## src/rtl/cache_arbiter.sv

```systemverilog
// cache_arbiter: shares one memory port between the I-cache and the D-cache.
// Define CACHE_ARB_RR_EN for round-robin on simultaneous requests; default is D-cache priority.
module cache_arbiter (
    input  logic        clk,
    input  logic        reset,
    input  logic        inst_cache_req,
    input  logic [31:0] inst_cache_addr,
    output logic [31:0] inst_cache_rdata,
    output logic        inst_cache_iok,
    input  logic        data_cache_req,
    input  logic [3:0]  data_cache_wen,
    input  logic [31:0] data_cache_addr,
    input  logic [31:0] data_cache_wdata,
    output logic [31:0] data_cache_rdata,
    output logic        data_cache_dok,
    output logic        mem_req,
    output logic [3:0]  mem_wen,
    output logic [31:0] mem_addr,
    output logic [31:0] mem_wdata,
    input  logic        mem_addr_ok,
    input  logic        mem_data_ok,
    input  logic [31:0] mem_rdata
);

    typedef enum logic [1:0] {IDLE, ADDR, DATA, RESP} state_e;

    state_e      state_q, state_d;
    logic        grant_q, grant_d;     // 1 = D-cache owns the current transaction
    logic        pick_data;
    logic        any_req;
    logic [3:0]  wen_q, wen_d;
    logic [31:0] addr_q, addr_d;
    logic [31:0] wdata_q, wdata_d;
    logic [31:0] irdata_q, irdata_d;
    logic [31:0] drdata_q, drdata_d;

    assign any_req = inst_cache_req | data_cache_req;

`ifdef CACHE_ARB_RR_EN
    logic last_q, last_d;              // 1 = D-cache was granted last

    always_comb begin
        if (inst_cache_req && data_cache_req) begin
            pick_data = ~last_q;
        end else begin
            pick_data = data_cache_req;
        end
        last_d = last_q;
        if (state_q == IDLE && any_req) begin
            last_d = pick_data;
        end
    end

    always_ff @(posedge clk or posedge reset) begin
        if (reset) begin
            last_q <= 1'b0;
        end else begin
            last_q <= last_d;
        end
    end
`else
    assign pick_data = data_cache_req;
`endif

    always_comb begin
        state_d  = state_q;
        grant_d  = grant_q;
        addr_d   = addr_q;
        wen_d    = wen_q;
        wdata_d  = wdata_q;
        irdata_d = irdata_q;
        drdata_d = drdata_q;
        case (state_q)
            IDLE: begin
                if (any_req) begin
                    grant_d = pick_data;
                    if (pick_data) begin
                        addr_d  = data_cache_addr;
                        wen_d   = data_cache_wen;
                        wdata_d = data_cache_wdata;
                    end else begin
                        addr_d  = inst_cache_addr;
                        wen_d   = '0;
                        wdata_d = '0;
                    end
                    state_d = ADDR;
                end
            end
            // data_ok arriving alongside addr_ok is dropped; only DATA honours it
            ADDR: begin
                if (mem_addr_ok) begin
                    state_d = DATA;
                end
            end
            DATA: begin
                if (mem_data_ok) begin
                    if (grant_q) begin
                        drdata_d = mem_rdata;
                    end else begin
                        irdata_d = mem_rdata;
                    end
                    state_d = RESP;
                end
            end
            RESP: begin
                state_d = IDLE;
            end
            default: begin
                state_d = IDLE;
            end
        endcase
    end

    always_ff @(posedge clk or posedge reset) begin
        if (reset) begin
            state_q  <= IDLE;
            grant_q  <= 1'b0;
            addr_q   <= '0;
            wen_q    <= '0;
            wdata_q  <= '0;
            irdata_q <= '0;
            drdata_q <= '0;
        end else begin
            state_q  <= state_d;
            grant_q  <= grant_d;
            addr_q   <= addr_d;
            wen_q    <= wen_d;
            wdata_q  <= wdata_d;
            irdata_q <= irdata_d;
            drdata_q <= drdata_d;
        end
    end

    assign mem_req          = (state_q == ADDR);
    assign mem_wen          = wen_q;
    assign mem_addr         = addr_q;
    assign mem_wdata        = wdata_q;
    assign inst_cache_rdata = irdata_q;
    assign data_cache_rdata = drdata_q;
    assign inst_cache_iok   = (state_q == RESP) && !grant_q;
    assign data_cache_dok   = (state_q == RESP) && grant_q;

endmodule
```

## config.mk

```make
export PLATFORM = sky130hd
export DESIGN_NAME = cache_arbiter
export DESIGN_NICKNAME = d
export VERILOG_FILES = /design/src/rtl/cache_arbiter.sv
export SDC_FILE = /design/constraint.sdc
export NUM_CORES = 1
export LEC_CHECK = 0
export ABC_AREA = 1
export ABC_CLOCK_PERIOD_IN_PS = 9140
export CORE_MARGIN = 4
export CORE_UTILIZATION = 40
export CTS_CLUSTER_DIAMETER = 60
export DETAILED_ROUTE_END_ITERATION = 8
export HOLD_SLACK_MARGIN = 0.03
export PLACE_DENSITY_LB_ADDON = 0.25
export SKIP_LAST_GASP = 1
export SYNTH_ARGS = -nofsm -noshare
export SYNTH_HDL_FRONTEND = slang
export SYNTH_SLANG_ARGS = --single-unit
```

## constraint.sdc

```tcl
create_clock -name clk -period 9.14 [get_ports clk]
set_clock_uncertainty 0.05 [all_clocks]
set_input_delay 1.828 -clock clk [delete_from_list [all_inputs] [get_ports clk]]
set_output_delay 1.828 -clock clk [all_outputs]
set_load 0.01 [all_outputs]
```

==> results.toml <==
[die]
die_h_um = 126
core_sq_um = 13500
dieArea_sq_um = 15900
pin_count = 273
start_util = 0.416
row_count = 42
dieWidth_um = 126

[timing]
drv_slew = 0
post-route-period-util = 0.388
period_minus_slack_ns = 3.55
worstMarginPinSlew_ns = 1.10
rsz0062_at_grt = "false"
max_slew_margin = 0.264
setup_violations = 0
worst_hold_slack_ns = 0.417
fmax_mhz = 282
tns_ns = 0
finalHoldViolations = 0

[clocking]
clockRootBuffer = "clkbuf_16"
cts_inserted_buffers = 17
cts_hold_buf = 0
cts-htree-levels = 4
cts_resized = 0
path_clk_slew_ns = 0.05
clock_path_buffers = 2
post_cts_buffers = 0
clock_sinks = 135
clkLatencyLatePin_ns = 0.41
cts_tree = "done"

[global_route]
grt_overflow = 0
grt_pass1_vias = 4911
grt_max_degree = 77
antenna_found_initial = 0
grt_usage = 0.200
grt_first_pass_wirelength_mm = 25.4

[critical_path]
r2r-start = "state_q[0]"
worst_setup_path_end_kind = "output port"
worstPathMaxFanout = 4
reg2regPathDepth = 4
required_ns = 7.26
rrSetupSlack_ns = 6.77
r2r_end = "inst_cache_rdata[15]"
path_class = "reg -> out"
cp.arrival_ns = 1.67
crit_path_start_kind = "register"

[synthesis]
syn_inst = 663
avgSynthCellArea_sq_um = 8.44
synth_warnings = 0
synth_area_sq_um = 5590
ys_seq_area_frac = 0.604
synth_nets = 806
synth.ff_latch_count = 135
ys_types = 16

[route]
drt_first_pass_iters = 5
detail-route-antenna-nets = 0
drt-vias-per-instance = 4.51
routed_wirelength_mm = 15.9
drc = 0
via_count = 5019
wl_per_cell_um = 14.3
drtIter0Drc = 310

[cells_and_area]
final_cells = 1112
antenna_cells = 0
area_growth_pct = 60.7
nets = 1068
finish.utilization = 0.668
drive_gt1_frac = 0.0406

[power_and_ir_drop]
cellLeakagePower_uw = 0.00446
p_per_area_nw_per_um2 = 320
max-vdd-ir-drop_v = 0.000191

[hold_path]
min_to = "mem_wdata[18]"
holdCritStartpoint = "mem_wdata[18]"
min_path_type = "reg -> reg"
holdPathStages = 2

[place]
hpwlAfterDp_mm = 11.4
numPortBuffers = 272
dp_cells = 1082
place.gp.congestion = 0.799

[run]
cap_viol_max_count = 0

[outcome]
status = "finished clean"
==> layout by cell type (no fill, tap or decap) <==
master / count
buf_2: 1
nand3_1: 1
inv_4: 1
buf_4: 3
o21ai_0: 97
bufinv_16: 2
inv_2: 1
clkbuf_1: 1
clkbuf_8: 5
clkinvlp_4: 2
clkinv_2: 2
nor2_1: 2
clkbuf_16: 17
dfrtp_1: 135
o21ai_4: 1
nand4_1: 2
ha_1: 5
nand3_2: 2
inv_1: 73
clkinv_4: 1
clkdlybuf4s50_1: 271
clkinv_1: 1
nand2_1: 310
==> stage by stage <==
step / setup slack [ns] / total power (uW) / area (sq um)
finish: 5.59 / 2870 / 8990
global route: 5.37 / 3070 / 8990
CTS: 5.56 / 2910 / 8990
detailed placement: 5.18 / 2220 / 8400
global placement: 5.25 / 2190 / 8400
floorplan: 3.65 / 1520 / 5590
==> power breakdown <==
part	internal [uW]	switching [uW]	leakage, uW
clock network	434	242	0.000287
registers	863	142	0.00171
logic	624	568	0.00246
==> critical path, stage by stage (launching register included) <==
cell and delay [ns]:
dfrtp_1 0.40, ha_1 0.19, inv_1 0.05, nor2_1 0.08, clkdlybuf4s50_1 0.54
==> per-layer routing <==
layer / wire length, um / part of all wire / track usage
met1: 6420 / 0.40 / 0.250
met2: 7880 / 0.50 / 0.322
met3: 951 / 0.060 / 0.0517
met4: 664 / 0.042 / 0.103
met5: 0 / 0 / 0
==> cell type report <==
type	instances	area, sq um
inverters	76	288
repair buffers	275	2740
fillers	1110	4460
multi-input cells	420	1770
clock buffers	23	498
well taps	176	220
flip-flops and latches	135	3380
clock inverters	7	93.8
==> synthesized netlist by cell type <==
cell type,instances,area share
clkbuf_1,15,0.010
inv_1,74,0.050
ha_1,5,0.011
buf_4,1,0.0013
nand3_1,2,0.0018
dfrtp_1,135,0.60
nor2_1,2,0.0013
o21ai_0,97,0.087
nand2_1,310,0.21
inv_2,1,0.00067
nand3_2,1,0.0018
buf_6,3,0.0060
o21ai_4,1,0.0029
buf_2,13,0.012
nand4_1,2,0.0022
clkinv_1,1,0.00067
==> sequential cells by signal (all words and copies together), names as in the netlist <==
| name | flops |
|---|---|
| grant_q | 1 |
| data_cache_rdata | 32 |
| state_q | 2 |
| mem_wdata | 32 |
| inst_cache_rdata | 32 |
| mem_wen | 4 |
| mem_addr | 32 |
==> cell families (layout without fill, tap and decap cells) <==
kind of cell,after synthesis,count (layout),share of synthesized area
and+or+nand+nor,317,317,0.215
DFF,135,135,0.604
buffers and inverters,108,381,0.0801
AOI/OAI and AO/OA,98,98,0.0897
adders and majority gates,5,5,0.0112
==> worst max path at each step <==
stage               depth (start not counted)        start                   end
finish                                      4   state_q[0]        inst_cache_iok
detailed placement                          3  mem_data_ok  inst_cache_rdata[15]
CTS                                         4   state_q[0]        inst_cache_iok
floorplan                                   1        reset   data_cache_rdata[0]
global route                                3  mem_data_ok  inst_cache_rdata[24]
global placement                            3        reset  inst_cache_rdata[10]
Power figures use the tool's default switching activity.
